### src/rtl/eth_pkg.sv
// Shared Ethernet constants: CRC-32 parameters and legal frame length bounds.
package eth_pkg;

   localparam logic [31:0] CRC32_POLY    = 32'hEDB8_8320;
   localparam logic [31:0] CRC32_INIT    = 32'hFFFF_FFFF;
   localparam logic [31:0] CRC32_RESIDUE = 32'hDEBB_20E3;

   localparam int ETH_MIN_LEN = 64;
   localparam int ETH_MAX_LEN = 1522;

   typedef enum logic {
      ST_IDLE  = 1'b0,
      ST_FRAME = 1'b1
   } rx_state_t;

endpackage

### src/rtl/crc32_d8.sv
// Reflected CRC-32, one byte per call, LSB first. Purely combinational so the
// receive checker and the transmit FCS generator can share it.
module crc32_d8
   import eth_pkg::*;
(
   input  logic [31:0] crc_in,
   input  logic [7:0]  dat,
   output logic [31:0] crc_out
);

   logic [31:0] c;

   // Eight serial LFSR steps unrolled into one combinational cone
   always_comb begin
      c = crc_in;
      for (int i = 0; i < 8; i++) begin
         if (c[0] ^ dat[i])
            c = (c >> 1) ^ CRC32_POLY;
         else
            c = c >> 1;
      end
      crc_out = c;
   end

endmodule

### src/rtl/eth_rx_fcs_check.sv
// Receive FCS checker: runs CRC-32 over every byte including the FCS, holds
// the last four bytes back so the FCS never reaches the output, and flags the
// last payload byte when the frame is bad (CRC, runt, oversize or aborted).
module eth_rx_fcs_check
   import eth_pkg::*;
#(
   parameter int MIN_LEN = ETH_MIN_LEN,
   parameter int MAX_LEN = ETH_MAX_LEN,
   parameter int CNT_W   = 16
)
(
   input  logic             clk_mac,
   input  logic             rst,
   input  logic             rx_vld,
   input  logic [7:0]       rx_dat,
   input  logic             rx_sof,
   input  logic             rx_eof,
   output logic             out_vld,
   output logic [7:0]       out_dat,
   output logic             out_sof,
   output logic             out_eof,
   output logic             out_err,
   output logic             stat_good,
   output logic             stat_bad,
   output logic [CNT_W-1:0] good_cnt,
   output logic [CNT_W-1:0] bad_cnt
);

   rx_state_t   state;
   logic [7:0]  sr [0:3];
   logic [15:0] count;
   logic [31:0] crc;

   logic [31:0] crc_seed;
   logic [31:0] crc_next;
   logic [16:0] len;
   logic        frame_err;

   // A new frame (sof) always restarts from the init value, even mid-frame
   assign crc_seed = (state == ST_FRAME && !rx_sof) ? crc : CRC32_INIT;

   crc32_d8 u_crc (
      .crc_in  (crc_seed),
      .dat     (rx_dat),
      .crc_out (crc_next)
   );

   // Length the frame would have if the current byte ends it
   assign len       = {1'b0, count} + 17'd1;
   assign frame_err = (crc_next != CRC32_RESIDUE) ||
                      (len < 17'(MIN_LEN)) || (len > 17'(MAX_LEN));

   // Frame FSM with delay line, registered output strobes and counters
   always_ff @(posedge clk_mac or posedge rst) begin
      if (rst) begin
         state     <= ST_IDLE;
         count     <= '0;
         crc       <= CRC32_INIT;
         for (int i = 0; i < 4; i++) sr[i] <= '0;
         out_vld   <= 1'b0;
         out_dat   <= '0;
         out_sof   <= 1'b0;
         out_eof   <= 1'b0;
         out_err   <= 1'b0;
         stat_good <= 1'b0;
         stat_bad  <= 1'b0;
         good_cnt  <= '0;
         bad_cnt   <= '0;
      end else begin
         out_vld   <= 1'b0;
         out_sof   <= 1'b0;
         out_eof   <= 1'b0;
         out_err   <= 1'b0;
         stat_good <= 1'b0;
         stat_bad  <= 1'b0;

         if (rx_vld && (rx_sof || state == ST_FRAME)) begin
            // Every accepted byte enters the delay line and the CRC
            sr[0] <= rx_dat;
            for (int i = 1; i < 4; i++) sr[i] <= sr[i-1];
            crc <= crc_next;

            if (rx_sof) begin
               // Abort of an in-progress frame: close it out if it has
               // already put bytes on the output, otherwise drop it quietly
               if (state == ST_FRAME) begin
                  stat_bad <= 1'b1;
                  if (count >= 16'd5) begin
                     out_vld <= 1'b1;
                     out_dat <= sr[3];
                     out_eof <= 1'b1;
                     out_err <= 1'b1;
                  end
               end
               count <= 16'd1;
               if (rx_eof) begin
                  // Single-byte frame: bad, nothing emitted
                  stat_bad <= 1'b1;
                  state    <= ST_IDLE;
               end else begin
                  state <= ST_FRAME;
               end
               // Abort and a one-byte frame on the same byte are two bad frames
               if (state == ST_FRAME && rx_eof)
                  bad_cnt <= bad_cnt + CNT_W'(2);
               else if (state == ST_FRAME || rx_eof)
                  bad_cnt <= bad_cnt + CNT_W'(1);
            end else begin
               count <= (count == 16'hFFFF) ? count : count + 16'd1;
               if (count >= 16'd4) begin
                  out_vld <= 1'b1;
                  out_dat <= sr[3];
                  out_sof <= (count == 16'd4);
               end
               if (rx_eof) begin
                  if (count >= 16'd4) begin
                     out_eof <= 1'b1;
                     out_err <= frame_err;
                  end
                  if (frame_err) begin
                     stat_bad <= 1'b1;
                     bad_cnt  <= bad_cnt + CNT_W'(1);
                  end else begin
                     stat_good <= 1'b1;
                     good_cnt  <= good_cnt + CNT_W'(1);
                  end
                  state <= ST_IDLE;
               end
            end
         end
      end
   end

endmodule

### config.mk
export PLATFORM = sky130hd
export DESIGN_NAME = eth_rx_fcs_check
export DESIGN_NICKNAME = d
export VERILOG_FILES = /design/src/rtl/eth_pkg.sv /design/src/rtl/crc32_d8.sv /design/src/rtl/eth_rx_fcs_check.sv
export SDC_FILE = /design/constraint.sdc
export NUM_CORES = 1
export LEC_CHECK = 0
export CORE_AREA = 5 5 138 140
export CTS_CLUSTER_SIZE = 10
export DETAILED_ROUTE_END_ITERATION = 12
export DIE_AREA = 0 0 143 145
export MAX_ROUTING_LAYER = met4
export PLACE_DENSITY = 0.74
export SETUP_SLACK_MARGIN = 0.4
export SLEW_MARGIN = 20
export SYNTH_ARGS = -nofsm -noshare
export SYNTH_HDL_FRONTEND = slang
export SYNTH_SLANG_ARGS = --single-unit
### constraint.sdc
create_clock -name clk_mac -period 10.6 [get_ports clk_mac]
set_clock_uncertainty 0.1 [all_clocks]
set_input_delay 1.59 -clock clk_mac [delete_from_list [all_inputs] [get_ports clk_mac]]
set_output_delay 1.59 -clock clk_mac [all_outputs]
set_load 0.05 [all_outputs]
Word level (Yosys, flattened, before mapping)
Cells that the tools add are included.
{ "word_totals": {"register_bits": 127, "inputBits": 13, "output_inout_bits": 46, "elab_cells": 114} }
{ "classes": {"n_addsub": 5, "n_lt_le_gt_ge": 4, "eq_ne": 7, "muxes": 48, "bitwise_logic": 18, "n_reduce_logical": 16} }
{ "op_table": {"columns": ["op", "n"], "rows": [
  ["$mux W32", 9],
  ["$mux W16", 7],
  ["$not A13 Y14", 8],
  ["$add A16 B1 Y16 const B", 3],
  ["$ge A16 B3 Y1 const B", 2],
  ["$mux W8", 4],
  ["$ne A32 B32 Y1 const B", 1],
  ["$mux W1", 28],
  ["$add A16 B1 Y17 const B", 1],
  ["$gt A17 B11 Y1 const B", 1],
  ["$lt A17 B7 Y1 const B", 1],
  ["$add A16 B2 Y16 const B", 1],
  ["$eq A16 B16 Y1 const B", 1],
  ["$eq A16 B3 Y1 const B", 1],
  ["$reduce_and A4 Y1", 3],
  ["$xor A1 B1 Y1", 8],
  ["$reduce_bool A2 Y1", 3],
  ["$logic_or A1 B1 Y1", 4],
  ["$ne A2 B1 Y1 const B", 2],
  ["$reduce_and A2 Y1", 2],
  ["$logic_and A1 B1 Y1", 3],
  ["$ne A3 B1 Y1 const B", 1],
  ["$ne A2 B2 Y1 const B", 1],
  ["$not A1 Y1", 2],
  ["$logic_not A1 Y1", 1]
]} }

Longest topological paths before layout
{ "depth": {"depth_word": 26, "depth_mapped": 15, "ltp_nobuf": 13} }

By module
From an unflattened synthesis, not the netlist that was laid out.
{ "hier_totals": {"cells_unflattened": 765, "area_unflattened_um2": 7089.3} }
{ "modules_own_cells": {"columns": ["module", "n_inst", "cells_per_inst", "area_per_inst_um2", "seq_area_each_um2"], "rows": [
  ["eth_rx_fcs_check", 1, 695, 6319.8, 3218.1],
  ["crc32_d8", 1, 70, 769.5, 0.0]
]} }

Worst setup path after synthesis
Ideal clock, no wire load.
{ "synth_timing": {"kind": "input to register", "start": "in rx_dat[4]", "end": "reg stat_good", "setup_ns": 0.072, "t_arrival_ns": 4.468, "required_time_ns": 10.428, "path_slack_ns": 5.961, "stages": 10, "n_path_buf": 1, "path_cell_list": "buf_2 > xnor2_1 > or3_4 > a211o_1 > a211o_1 > a2111o_1 > and2_0 > or4b_1 > or4_1 > nor2_1"} }
{ "synth_between": {"elab_chain_cells": 14, "word_cells_on_any_way": 15, "classes_between": "eq/ne: 1; mux: 8; bitwise: 4; reduce/logical: 2"} }
{ "synth_rtl": {"columns": ["element", "line", "source"], "rows": [
  ["start: declaration", "eth_rx_fcs_check.sv:15", "input logic [7:0] rx_dat,"],
  ["$xor A1 B1 Y1 (*)", "crc32_d8.sv:17", "if (c[0] ^ dat[i])"],
  ["$mux W32 (*)", "crc32_d8.sv:17", null],
  ["$not A13 Y14 (no line) or $mux W32 (tied branches)", null, null],
  ["$mux W32 (*)", "crc32_d8.sv:17", null],
  ["$not A13 Y14 (no line) or $mux W32 (tied branches)", null, null],
  ["$mux W32 (*) (2 in series)", "crc32_d8.sv:17", null],
  ["$ne A32 B32 Y1 (*)", "eth_rx_fcs_check.sv:50", "assign frame_err = (crc_next != CRC32_RESIDUE) ||"],
  ["$logic_or A1 B1 Y1 (*)", "eth_rx_fcs_check.sv:50", null],
  ["$logic_or A1 B1 Y1 (*)", "eth_rx_fcs_check.sv:51", "(len < 17'(MIN_LEN)) || (len > 17'(MAX_LEN));"],
  ["$mux W1 (*)", "eth_rx_fcs_check.sv:120", "if (frame_err) begin"],
  ["$mux W1 (*)", "eth_rx_fcs_check.sv:115", "if (rx_eof) begin"],
  ["$mux W1 (*)", "eth_rx_fcs_check.sv:83", "if (rx_sof) begin"],
  ["$mux W1 (*)", "eth_rx_fcs_check.sv:77", "if (rx_vld && (rx_sof || state == ST_FRAME)) begin"],
  ["end signal: assignment", "eth_rx_fcs_check.sv:65", "stat_good <= 1'b0;"],
  ["end signal: assignment", "eth_rx_fcs_check.sv:74", "stat_good <= 1'b0;"],
  ["end signal: assignment", "eth_rx_fcs_check.sv:124", "stat_good <= 1'b1;"],
  ["end: declaration", "eth_rx_fcs_check.sv:23", "output logic stat_good,"]
]} }
Every way passes the cells marked *; elsewhere a longest branch is shown, timed or not.
A chain may end at the register's enable or synchronous reset.

Worst setup path in the final report
{ "layout_timing": {"start": "in rx_sof", "end": "reg good_cnt[11]"} }
{ "layout_between": {"elab_chain_cells": 22, "word_cells_on_any_way": 35, "classes_between": "eq/ne: 1; mux: 9; bitwise: 18; reduce/logical: 7"} }
{ "layout_rtl": {"columns": ["element", "line", "source"], "rows": [
  ["start: declaration", "eth_rx_fcs_check.sv:16", "input logic rx_sof,"],
  ["$logic_not A1 Y1", "eth_rx_fcs_check.sv:40", "assign crc_seed = (state == ST_FRAME && !rx_sof) ? crc : CRC32_INIT;"],
  ["$logic_and A1 B1 Y1", "eth_rx_fcs_check.sv:40", null],
  ["$mux W32", "eth_rx_fcs_check.sv:40", null],
  ["$xor A1 B1 Y1 or $not A13 Y14 (tied branches)", null, null],
  ["$mux W32", "crc32_d8.sv:17", null],
  ["$mux W32 or $not A13 Y14 (tied branches)", null, null],
  ["$not A13 Y14 (no line) or $mux W32 (tied branches)", null, null],
  ["$mux W32 or $not A13 Y14 (tied branches)", null, null],
  ["[6 not listed]", null, null],
  ["$mux W32", "crc32_d8.sv:17", null],
  ["$not A13 Y14 (no line)", null, null],
  ["$mux W32", "crc32_d8.sv:17", null],
  ["$ne A32 B32 Y1", "eth_rx_fcs_check.sv:50", null],
  ["$logic_or A1 B1 Y1", "eth_rx_fcs_check.sv:50", null],
  ["$logic_or A1 B1 Y1", "eth_rx_fcs_check.sv:51", null],
  ["$not A1 Y1 (no line)", null, null],
  ["$reduce_and A4 Y1 (no line) (*)", null, null],
  ["end signal: assignment", "eth_rx_fcs_check.sv:125", "good_cnt <= good_cnt + CNT_W'(1);"],
  ["end: declaration", "eth_rx_fcs_check.sv:25", "output logic [CNT_W-1:0] good_cnt,"]
]} }
Marks and branches as above.

==> load_flow_metrics.sql <==
INSERT INTO impl_metrics (metric_group, metric, value, unit) VALUES
('run_status', 'status', 'complete, no violations', ''),
('setup_path', 'rr_startpoint', 'state', ''),
('die', 'fp.dieW', '143', 'µm'),
('detailed_routing', 'drtIter0Drc', '501', ''),
('cells_and_area', 'fillers', '1589', ''),
('grt', 'grt_start_max_net_pins', '69', ''),
('power', 'power.net_switching', '0.740', 'mW'),
('synth', 'post_synth_xor_area_fraction', '17.8', '%'),
('detailed_routing', 'totalWireLength', '19.1', 'mm'),
('timing', 'rsz0062_at_grt', 'false', ''),
('run', 'cap_violations', '0', ''),
('setup_path', 'data_required_time_at_the_worst_endpoint', '10850', 'ps'),
('grt', 'grt_first_pass_wirelength', '31.2', 'mm'),
('cts', 'cts.sink_count', '127', ''),
('timing', 'worst_pin_slew', '1070', 'ps'),
('synth', 'synth_top_family_by_area', 'simple AND/OR/NAND/NOR gates', ''),
('timing', 'fin_setup_tns', '0', 'ps'),
('timing', 'worst_slew_margin_rel', '27.9', '%'),
('hold_path', 'min-delay-path-class', 'register to register', ''),
('cells_and_area', 'layout-area-overhead-vs-synth', '16.3', '%'),
('cts', 'clk-insertion-delay-late', '430', 'ps'),
('cts', 'cts_htree_levels', '4', ''),
('setup_path', 'critical_path.endpoint', 'good_cnt[11]', ''),
('synth', 'synth-edff-count', '0', ''),
('detailed_routing', 'num_vias', '6410', ''),
('power', 'combPwrFrac', '33.9', '%'),
('power', 'leakage', '3.88', 'nW'),
('setup_path', 'r2r_cells', '14', ''),
('cells_and_area', 'finish.net_count', '938', ''),
('timing', 'max_freq', '179', 'MHz'),
('synth', 'async_flop_share', '100', '%'),
('cells_and_area', 'diodes', '0', ''),
('synth', 'synth-compound-area-share', '11.7', '%'),
('detailed_routing', 'route.detailed.vias_per_inst', '5.53', ''),
('setup_path', 'worst_ep_arrival_time', '5830', 'ps'),
('grt', 'global_route.usage.total', '19.1', '%'),
('grt', 'grt_pass1_vias', '6125', ''),
('detailed_routing', 'ant_nets', '0', ''),
('power', 'p_per_area', '214', 'mW/mm²'),
('placed_design', 'place.gp.congestion', '0.987', ''),
('detailed_routing', 'dr.pass1.iters', '4', ''),
('cells_and_area', 'share_of_post_route_cells_with_drive_strength_above_1', '9.45', '%'),
('timing', 'finalSetupViolations', '0', ''),
('power', 'clock_power_share', '28.7', '%'),
('power', 'pint', '1.21', 'mW'),
('cts', 'tritoncts', 'done', ''),
('placed_design', 'post-dp-hpwl', '13.4', 'mm'),
('cts', 'numCtsBuffers', '17', ''),
('setup_path', 'worstReg2RegEnd', 'good_cnt[11]', ''),
('synth', 'netlist_area', '0.00782', 'mm²'),
('setup_path', 'cp-startpoint', 'rx_sof', ''),
('timing', 'layout_worst_path_cycle_share', '52.6', '%'),
('synth', 'synth_area_per_cell', '8.80', 'µm²'),
('cts', 'clkTransAtPathRegs', '70', 'ps'),
('synth', 'synth.ff_latch_count', '127', ''),
('setup_path', 'worstSetupStartpointType', 'primary input', ''),
('synth', 'post_synth_fa_ha_maj_area_fraction', '1.12', '%'),
('power', 'power.ir.vdd_worst', '131', 'µV'),
('synth', 'synth_warnings', '0', ''),
('timing', 'finalHoldViolations', '0', ''),
('timing', 'timing.final.crit_period', '5580', 'ps'),
('setup_path', 'worst-r2r-setup-slack', '6580', 'ps'),
('setup_path', 'timing.critical_path.fanout_max', '45', ''),
('die', 'core_rows', '49', ''),
('synth', 'synth-seq-area-share', '41.2', '%'),
('synth', 'postSynthNetCount', '908', ''),
('power', 'p_seq_share', '37.4', '%'),
('power', 'switching_share', '38.0', '%'),
('cts', 'holdBufCountCts', '0', ''),
('detailed_routing', 'wl_per_cell', '16.5', 'µm'),
('cells_and_area', 'final_core_util', '51.3', '%');
-- placed cells by master (no fill, tap or decap), types with 9 or more instances in the layout --
| master | Yosys | routed |
|---|---|---|
| sky130_fd_sc_hd__and3_1 | 10 | 10 |
| sky130_fd_sc_hd__nand4_1 | 18 | 18 |
| sky130_fd_sc_hd__nor4_1 | 11 | 10 |
| sky130_fd_sc_hd__o21ai_0 | 61 | 60 |
| sky130_fd_sc_hd__a21oi_1 | 25 | 25 |
| sky130_fd_sc_hd__nand2_1 | 180 | 180 |
| sky130_fd_sc_hd__nand3_1 | 33 | 33 |
| sky130_fd_sc_hd__nor2_1 | 58 | 58 |
| sky130_fd_sc_hd__xor2_1 | 48 | 48 |
| sky130_fd_sc_hd__dfrtp_1 | 95 | 95 |
| sky130_fd_sc_hd__inv_1 | 15 | 14 |
| sky130_fd_sc_hd__xnor3_1 | 11 | 11 |
| sky130_fd_sc_hd__o211ai_1 | 9 | 9 |
| sky130_fd_sc_hd__xnor2_1 | 83 | 83 |
| sky130_fd_sc_hd__dfstp_2 | 32 | 32 |
| sky130_fd_sc_hd__nor3_1 | 22 | 22 |
| sky130_fd_sc_hd__clkbuf_16 | 0 | 17 |
| sky130_fd_sc_hd__mux2_2 | 9 | 9 |
| sky130_fd_sc_hd__clkdlybuf4s50_1 | 0 | 58 |
-- cell usage after synthesis, types with 6 or more instances --
cell / n / area (µm²)
sky130_fd_sc_hd__nand2_1: 180 / 676
sky130_fd_sc_hd__mux2_2: 9 / 101
sky130_fd_sc_hd__nand4_1: 18 / 113
sky130_fd_sc_hd__a21oi_1: 25 / 125
sky130_fd_sc_hd__mux2i_1: 6 / 60.1
sky130_fd_sc_hd__buf_2: 10 / 50.1
sky130_fd_sc_hd__ha_1: 7 / 87.6
sky130_fd_sc_hd__inv_1: 15 / 56.3
sky130_fd_sc_hd__clkbuf_1: 38 / 143
sky130_fd_sc_hd__and3_1: 10 / 62.6
sky130_fd_sc_hd__dfrtp_1: 95 / 2380
sky130_fd_sc_hd__nor4_1: 11 / 68.8
sky130_fd_sc_hd__o211ai_1: 9 / 67.6
sky130_fd_sc_hd__nor2b_1: 7 / 43.8
sky130_fd_sc_hd__xnor3_1: 11 / 248
sky130_fd_sc_hd__nand3_1: 33 / 165
sky130_fd_sc_hd__xnor2_1: 83 / 727
sky130_fd_sc_hd__o21ai_0: 61 / 305
sky130_fd_sc_hd__nor3_1: 22 / 110
sky130_fd_sc_hd__o31ai_1: 6 / 45.0
sky130_fd_sc_hd__dfstp_2: 32 / 841
sky130_fd_sc_hd__nor2_1: 58 / 218
sky130_fd_sc_hd__nand2b_1: 6 / 37.5
sky130_fd_sc_hd__and2_1: 8 / 50.1
sky130_fd_sc_hd__xor2_1: 48 / 420
-- sequential cells by signal (all words and copies together) (netlist names) --
register and count:
crc 32, sr 32, bad_cnt 16, count 16, good_cnt 16, out_dat 8, out_eof 1, out_err 1
out_sof 1, out_vld 1, stat_bad 1, stat_good 1, state 1
-- power by group through the flow --
stage	clock (mW)	combinational [mW]	sequential, mW
after floorplan	0	0.478	0.738
after global placement	0	0.649	0.732
after detailed placement	0	0.656	0.735
after CTS	0.571	0.661	0.728
after global routing	0.593	0.727	0.743
final	0.559	0.661	0.727
-- worst max-delay path, cell delays in order --
cell and delay (ps):
sky130_fd_sc_hd__clkdlybuf4s50_1 900, sky130_fd_sc_hd__nand2b_1 190, sky130_fd_sc_hd__buf_4 410, sky130_fd_sc_hd__o21ai_1 240, sky130_fd_sc_hd__nand2_1 390, sky130_fd_sc_hd__ha_1 220
sky130_fd_sc_hd__nand2_1 50, sky130_fd_sc_hd__nor2_1 140, sky130_fd_sc_hd__nand2_1 60, sky130_fd_sc_hd__a2111oi_0 380, sky130_fd_sc_hd__and4_1 250, sky130_fd_sc_hd__nand4_1 90
sky130_fd_sc_hd__buf_4 260, sky130_fd_sc_hd__nor4_1 430, sky130_fd_sc_hd__xor2_1 190
-- metrics by stage --
step	hold slack, ps	cell area (µm²)	setup slack [ps]	power (mW)	instances
final	358	9100	5020	1.95	1160
after global routing	381	9100	4670	2.06	1160
after CTS	364	9100	5130	1.96	1160
after detailed placement	352	8530	4730	1.39	1128
after global placement	344	8530	4750	1.38	1128
after floorplan	339	7820	5580	1.22	888
-- logic make-up (layout without fill, tap and decap cells) --
family / Yosys count / in the layout
simple gates: 380 / 380
mux: 15 / 15
buf+inv: 70 / 113
fa+ha+maj: 7 / 7
flops: 127 / 127
xor+xnor: 142 / 142
compound gates: 147 / 147
-- worst min path at each step --
stage | from | endpoint | depth (start not counted)
after CTS | crc[15] | crc[15] | 2
final | sr[19] | sr[11] | 2
after detailed placement | crc[15] | crc[15] | 2
after global placement | sr[30] | sr[22] | 2
after floorplan | sr[8] | sr[0] | 2
after global routing | crc[15] | crc[15] | 2
-- routing by layer --
metal	global-route usage (%)	up-vias	part of all wire (%)
met5	-	-	0
met4	7.41	0	3.1
met3	3.36	51	5.4
met2	29.2	203	47
met1	25.4	3050	44
li1	-	3106	-
-- final cells by class --
type                       count  area (µm²)  share of cell area [%]
inverter                      15        58.8                   0.646
timing repair buffer          66         641                    7.04
clock buffer                  17         425                    4.68
multi-input combinational    691        4330                    47.6
clock inverter                15         139                    1.53
sequential                   127        3220                    35.4
tap                          229         287                    3.15
(Power assumes the default switching activity.)
